===== src/rtl/pc_pkg.sv =====
// pc_pkg: shared types and defaults for the program counter slice
package pc_pkg;
    localparam int         PC_W_DEF     = 8;
    localparam logic [7:0] RESET_PC_DEF = 8'h00;

    typedef enum logic [1:0] {BOOT, RUN, HALT} pc_state_e;

    typedef enum logic [2:0] {RET, CALL, JUMP, BRANCH, SEQ} pc_src_e;
endpackage


===== src/rtl/program_counter_if.sv =====
// program_counter_if: control/status bundle between the core and the program counter
interface program_counter_if import pc_pkg::*; #(
    parameter int PC_W = PC_W_DEF
) ();
    logic            en;
    logic [PC_W-1:0] pcCount;
    logic [PC_W-1:0] addedCount;
    logic            branch_take;
    logic [PC_W-1:0] branch_target;
    logic            jump;
    logic            call;
    logic            ret;
    logic [PC_W-1:0] jump_target;
    logic            halt;
    logic            resume;
    logic            pc_valid;
    logic            halted;
    logic            stk_ovf;
    logic            stk_unf;

    modport master (
        output en, addedCount, branch_take, branch_target, jump, call, ret, jump_target, halt, resume,
        input  pcCount, pc_valid, halted, stk_ovf, stk_unf
    );

    modport slave (
        input  en, addedCount, branch_take, branch_target, jump, call, ret, jump_target, halt, resume,
        output pcCount, pc_valid, halted, stk_ovf, stk_unf
    );
endinterface


===== src/rtl/program_counter_return_stack.sv =====
// return_stack: LIFO of return addresses; push/pop past the bounds are dropped
module return_stack #(
    parameter int W     = 8,
    parameter int DEPTH = 4
) (
    input  logic         clk,
    input  logic         rst_n,
    input  logic         push_i,
    input  logic         pop_i,
    input  logic [W-1:0] data_i,
    output logic [W-1:0] top_o,
    output logic         full_o,
    output logic         empty_o
);
    localparam int PW = $clog2(DEPTH + 1);
    localparam int AW = DEPTH > 1 ? $clog2(DEPTH) : 1;

    logic [PW-1:0] ptr_q, ptr_d, top_idx;
    logic [W-1:0]  mem_q [DEPTH];

    assign full_o  = ptr_q == PW'(DEPTH);
    assign empty_o = ptr_q == '0;
    assign top_idx = ptr_q - PW'(1);
    assign top_o   = mem_q[top_idx[AW-1:0]];

    // pointer moves only on an accepted push or pop
    always_comb begin
        ptr_d = push_i && !full_o ? ptr_q + PW'(1) : pop_i && !empty_o ? ptr_q - PW'(1) : ptr_q;
    end

    // pointer register, cleared on reset
    always_ff @(posedge clk) begin
        if (!rst_n) ptr_q <= '0;
        else        ptr_q <= ptr_d;
    end

    // storage needs no reset; an entry is only read after it was written
    always_ff @(posedge clk) begin
        if (push_i && !full_o) mem_q[ptr_q[AW-1:0]] <= data_i;
    end
endmodule


===== src/rtl/program_counter.sv =====
// program_counter: PC register, next-PC select and BOOT/RUN/HALT control.
// Define CALL_STACK_EN to build the hardware call/return stack.
module program_counter import pc_pkg::*; #(
    parameter int              PC_W        = PC_W_DEF,
    parameter logic [PC_W-1:0] RESET_PC    = PC_W'(RESET_PC_DEF),
    parameter int              STACK_DEPTH = 4
) (
    input logic               clk,
    input logic               rst_n,
    program_counter_if.slave  bus
);
    pc_state_e       state_q;
    pc_src_e         src;
    logic [PC_W-1:0] pc_q, pc_d, stk_top;
    logic            valid_q, halted_q, ovf_q, unf_q, ovf_d, unf_d;
    logic            advance, push, pop, use_ret, stk_full, stk_empty;

`ifdef CALL_STACK_EN
    assign use_ret = bus.ret;

    return_stack #(.W(PC_W), .DEPTH(STACK_DEPTH)) u_stack (
        .clk     (clk),
        .rst_n   (rst_n),
        .push_i  (push),
        .pop_i   (pop),
        .data_i  (bus.addedCount),
        .top_o   (stk_top),
        .full_o  (stk_full),
        .empty_o (stk_empty)
    );
`else
    logic unused_cfg;
    assign use_ret    = 1'b0;
    assign stk_full   = 1'b0;
    assign stk_empty  = 1'b1;
    assign stk_top    = '0;
    assign unused_cfg = ^{STACK_DEPTH, bus.ret, pop};
`endif

    // priority-ordered source select and next-PC mux; +1 comes from the external adder
    always_comb begin
        src     = use_ret ? RET : bus.call ? CALL : bus.jump ? JUMP : bus.branch_take ? BRANCH : SEQ;
        pc_d    = src == RET ? (stk_empty ? bus.addedCount : stk_top) :
                  (src == CALL || src == JUMP) ? bus.jump_target :
                  src == BRANCH ? bus.branch_target : bus.addedCount;
        advance = state_q == RUN && !bus.halt && bus.en;
        push    = advance && src == CALL;
        pop     = advance && src == RET;
        ovf_d   = ovf_q | (push & stk_full);
        unf_d   = unf_q | (pop & stk_empty);
    end

    // control FSM with registered PC, status and sticky flags
    always_ff @(posedge clk) begin
        if (!rst_n) begin
            state_q  <= BOOT;
            pc_q     <= RESET_PC;
            valid_q  <= 1'b0;
            halted_q <= 1'b0;
            ovf_q    <= 1'b0;
            unf_q    <= 1'b0;
        end else begin
            case (state_q)
                BOOT: begin
                    state_q <= RUN;
                    valid_q <= 1'b1;
                end
                RUN: begin
                    if (bus.halt) begin
                        state_q  <= HALT;
                        valid_q  <= 1'b0;
                        halted_q <= 1'b1;
                    end else if (bus.en) begin
                        pc_q  <= pc_d;
                        ovf_q <= ovf_d;
                        unf_q <= unf_d;
                    end
                end
                HALT: begin
                    if (bus.resume && !bus.halt) begin
                        state_q  <= RUN;
                        valid_q  <= 1'b1;
                        halted_q <= 1'b0;
                    end
                end
                default: state_q <= BOOT;
            endcase
        end
    end

    assign bus.pcCount  = pc_q;
    assign bus.pc_valid = valid_q;
    assign bus.halted   = halted_q;
    assign bus.stk_ovf  = ovf_q;
    assign bus.stk_unf  = unf_q;
endmodule


===== src/flat_wrapper.sv =====
// flat-port wrapper written by rule: the top's interface ports become plain ports
module program_counter_flat import pc_pkg::*;
#(
    parameter int              PC_W        = PC_W_DEF,
    parameter logic [PC_W-1:0] RESET_PC    = PC_W'(RESET_PC_DEF),
    parameter int              STACK_DEPTH = 4
)
  (clk, rst_n, bus_en, bus_addedCount, bus_branch_take, bus_branch_target, bus_jump, bus_call, bus_ret, bus_jump_target, bus_halt, bus_resume, bus_pcCount, bus_pc_valid, bus_halted, bus_stk_ovf, bus_stk_unf);
  program_counter_if #(.PC_W(PC_W)) bus_i ();
  input logic clk;
  input logic rst_n;
  input wire logic [$bits(bus_i.en)-1:0] bus_en;
  input wire logic [$bits(bus_i.addedCount)-1:0] bus_addedCount;
  input wire logic [$bits(bus_i.branch_take)-1:0] bus_branch_take;
  input wire logic [$bits(bus_i.branch_target)-1:0] bus_branch_target;
  input wire logic [$bits(bus_i.jump)-1:0] bus_jump;
  input wire logic [$bits(bus_i.call)-1:0] bus_call;
  input wire logic [$bits(bus_i.ret)-1:0] bus_ret;
  input wire logic [$bits(bus_i.jump_target)-1:0] bus_jump_target;
  input wire logic [$bits(bus_i.halt)-1:0] bus_halt;
  input wire logic [$bits(bus_i.resume)-1:0] bus_resume;
  output wire logic [$bits(bus_i.pcCount)-1:0] bus_pcCount;
  output wire logic [$bits(bus_i.pc_valid)-1:0] bus_pc_valid;
  output wire logic [$bits(bus_i.halted)-1:0] bus_halted;
  output wire logic [$bits(bus_i.stk_ovf)-1:0] bus_stk_ovf;
  output wire logic [$bits(bus_i.stk_unf)-1:0] bus_stk_unf;
  assign bus_i.en = bus_en;
  assign bus_i.addedCount = bus_addedCount;
  assign bus_i.branch_take = bus_branch_take;
  assign bus_i.branch_target = bus_branch_target;
  assign bus_i.jump = bus_jump;
  assign bus_i.call = bus_call;
  assign bus_i.ret = bus_ret;
  assign bus_i.jump_target = bus_jump_target;
  assign bus_i.halt = bus_halt;
  assign bus_i.resume = bus_resume;
  assign bus_pcCount = bus_i.pcCount;
  assign bus_pc_valid = bus_i.pc_valid;
  assign bus_halted = bus_i.halted;
  assign bus_stk_ovf = bus_i.stk_ovf;
  assign bus_stk_unf = bus_i.stk_unf;
  program_counter #(.PC_W(PC_W), .RESET_PC(RESET_PC), .STACK_DEPTH(STACK_DEPTH)) u_core (.clk(clk), .rst_n(rst_n), .bus(bus_i));
endmodule

===== config.mk =====
export PLATFORM = sky130hd
export DESIGN_NAME = program_counter_flat
export DESIGN_NICKNAME = d
export VERILOG_FILES = /design/src/rtl/pc_pkg.sv /design/src/rtl/program_counter_if.sv /design/src/rtl/program_counter_return_stack.sv /design/src/rtl/program_counter.sv /design/src/flat_wrapper.sv
export SDC_FILE = /design/constraint.sdc
export NUM_CORES = 1
export LEC_CHECK = 0
export CAP_MARGIN = 25
export CORE_MARGIN = 5
export CORE_UTILIZATION = 40
export CTS_CLUSTER_DIAMETER = 150
export DETAILED_ROUTE_END_ITERATION = 10
export PLACE_DENSITY_LB_ADDON = 0.08
export SLEW_MARGIN = 15
export SYNTH_ARGS = -nofsm -noshare
export SYNTH_HDL_FRONTEND = slang
export SYNTH_SLANG_ARGS = --single-unit

===== constraint.sdc =====
create_clock -name clk -period 2.9 [get_ports clk]
set_clock_uncertainty 0.1 [all_clocks]
set_input_delay 0.435 -clock clk [delete_from_list [all_inputs] [get_ports clk]]
set_output_delay 0.435 -clock clk [all_outputs]
set_load 0.01 [all_outputs]

==> results by group <==
Pwr
  – P_int: 310.0 uW
  – Sequential power share: 0.471
  – Pleak: 0.4256 nW
  – Comb pwr share: 0.268
  – Clock share of power: 0.260
  – Switch Pwr: 99.23 uW
  – Peak VDD IR: 0.0002830 V
  – Power Dens Cells: 340.0 nW/um^2
  – Sw Share: 0.2425

Route
  – Avg WL per Cell: 13.75 microns
  – Final wirelength: 1994 microns
  – Vias per cell: 4.910
  – Drt first-iter violations: 9
  – Antenna Nets Post-Route: 0
  – Residual DRC: 0
  – Router iterations before antenna repair: 2
  – Vias: 712

STA
  – Final min period: 1.711 ns
  – RSZ-0062 raised after global routing: no
  – Final worst setup slack: 1.189 ns
  – Final setup viols: 0
  – Final-report hold violation count: 0
  – Fin Setup TNS: 0 ns
  – Final worst-path cycle share: 0.5901
  – Max Clk Rate: 0.5844 GHz
  – Fin. max-slew vios: 0

Synth
  – Mapped cell area: 779.5 sq um
  – Syn Nets: 113
  – Most numerous cell in the Yosys netlist: dfxtp_1
  – Synth area leaders: dfxtp_1 (33%), o211ai_2 (13%), mux2_2 (12%)
  – Count of cell types in the netlist: 24
  – Post-synthesis sequential area ratio: 0.3339
  – Synth warn: 0
  – Syn Inst Count: 80
  – Synth area leader: dfxtp_1
  – Top_reg_cell synth: dfxtp_1
  – FFs w/ async S/R, synth: 0
  – Syn Area/Cell: 9.744 sq um
  – Top cells by count, synth: dfxtp_1 (13), nand2_1 (9)
  – Area fraction of the dominant cell type after synthesis: 0.3339
  – Number of synthesized flops with an enable pin: 0
  – Synth Register Bits: 13

CTS
  – Clk sink count: 13
  – CTS tree: built
  – Skew-Pair Late Insertion Delay: 0.26 ns
  – Post_cts resized: 0
  – Post-CTS Hold Buffers: 0
  – H-tree levels: 1
  – Clk slew on worst S/H paths: 0.08 ns
  – Root Driver: clkbuf_4
  – Clock Path Buffers: 2
  – TritonCTS Buffers: 3
  – Setup Buffers After CTS: 0

Placed design
  – Dpl ws: 0.9109 ns
  – Post-DP HPWL: 1604 microns
  – Final GP Congestion: 0.6786
  – I/O Buffers: 42
  – Placement Cell Area: 1177 sq um
  – Placed instance count: 141

Hold path
  – Hold Path Class: reg2reg

GRT
  – Vias in the first global route: 709
  – Initial antenna violation count: 0
  – Total Routing Usage GR: 0.1395
  – Largest net degree at the start of global routing: 14
  – GRT overflow: 0
  – First-pass GRT wire length: 3008 microns

Final layout
  – Final design utilization: 0.6329
  – Non-Filler Instances: 145
  – Finished Cell Area: 1204 sq um
  – Layout cells sized above 1: 0.1610
  – Area growth syn-to-layout: 54.41%
  – N_diodes: 0
  – Nets@finish: 152

Critical path
  – Internal reg-to-reg setup slack: 1.51 ns
  – Critical Path Start: bus_call
  – Crit path kind: in2reg
  – CP max FO: 9
  – Crit. End Element: flop
  – CP startpoint kind: input pin
  – Worst setup path endpoint: u_core.bus.pcCount[2]
  – WP data arrival: 1.76 ns
  – Slowest stage delay, CP: 0.56 ns
  – CP max stage cell: clkdlybuf4s50_1
  – Critical R2R Launch: u_core.state_q[1]
  – Critical path required time: 2.95 ns
  – FF-to-FF End: u_core.bus.pcCount[2]
  – Reg2reg path depth: 3
  – Worst-path cell chain: clkdlybuf4s50_1 > or2_1 > o211ai_2 > a21boi_1

Floorplanning
  – Vert. Die Dim: 54.15 microns
  – Die W: 54.15 microns
  – Row Count: 16
  – Die footprint: 2932 sq um
  – Initial core utilization: 0.4099
  – Ports: 45
  – Core ar.: 1902 sq um

Status
  – Outcome: complete, no violations

Job
  – MaxCap Viol Count: 0
metrics by stage:
step / power, mW / hold WS (ns)
floorplan: 0.2505 / 0.3792
global placement: 0.3039 / 0.3410
detailed placement: 0.3075 / 0.3458
CTS: 0.4163 / 0.3565
global route: 0.4318 / 0.3854
finish: 0.4092 / 0.3523
per-layer routing:
metal / vias up / wire length [microns] / global-route usage
met5: - / 0 / 0
met3: 2 / 159 / 0.02770
met1: 325 / 868 / 0.1556
met2: 22 / 951 / 0.2510
li1: 363 / - / -
met4: 0 / 15 / 0.06224
placed cells by master, fill, tap and decap left out, types with 2 or more instances in the layout:
cell / instances
dfxtp_1: 13
mux2_2: 8
nand2_1: 9
clkbuf_4: 3
a21boi_1: 8
o21bai_1: 8
clkdlybuf4s50_1: 42
nor2_1: 2
a21oi_1: 2
o211ai_2: 8
nand3b_1: 2
nor2b_1: 2
o21a_1: 2
logic make-up after synthesis:
logic type	count (synthesis)	synth area share
AOI/OAI and AO/OA	30	0.3307
and+or+nand+nor	20	0.1429
muxes	8	0.1156
other	1	0.004811
DFF	13	0.3339
buffers and inverters	8	0.07221
registers in the layout, summed over array words and instances (netlist names):
name,cells
u_core.bus.halted,1
u_core.bus.pcCount,8
u_core.bus.pc_valid,1
u_core.bus.stk_unf,1
u_core.state_q,2
power groups by stage:
stage	Sequential (mW)	Combinational, mW	Clock [mW]
global placement	0.196	0.108	0
floorplan	0.199	0.0516	0
detailed placement	0.197	0.111	0
CTS	0.193	0.111	0.112
finish	0.193	0.110	0.107
global route	0.194	0.118	0.119
how the worst min path moves through the flow:
stage	from	endpoint	cells past startpoint
floorplan	u_core.bus.pcCount[0]	u_core.bus.pcCount[0]	2
global placement	u_core.bus.pcCount[7]	u_core.bus.pcCount[7]	2
detailed placement	u_core.bus.pcCount[4]	u_core.bus.pcCount[4]	2
CTS	u_core.bus.pcCount[4]	u_core.bus.pcCount[4]	2
global route	u_core.bus.pcCount[1]	u_core.bus.pcCount[1]	2
finish	u_core.bus.pcCount[0]	u_core.bus.pcCount[0]	2
final cells by class:
class	instances	area, sq um
clock buffer	4	26.28
fill	165	698.2
multi-input combinational	59	462.9
sequential	13	260.3
tap	27	33.78
timing repair buffer	42	420.4
worst max-delay path: cells and delay by family:
kind | cells | cell delay, ns
AND/OR/NAND/NOR | 1 | 0.45
buffers and inverters | 1 | 0.56
AO/OA/AOI/OAI | 2 | 0.32
No activity file was read; power rests on OpenSTA's default activity.
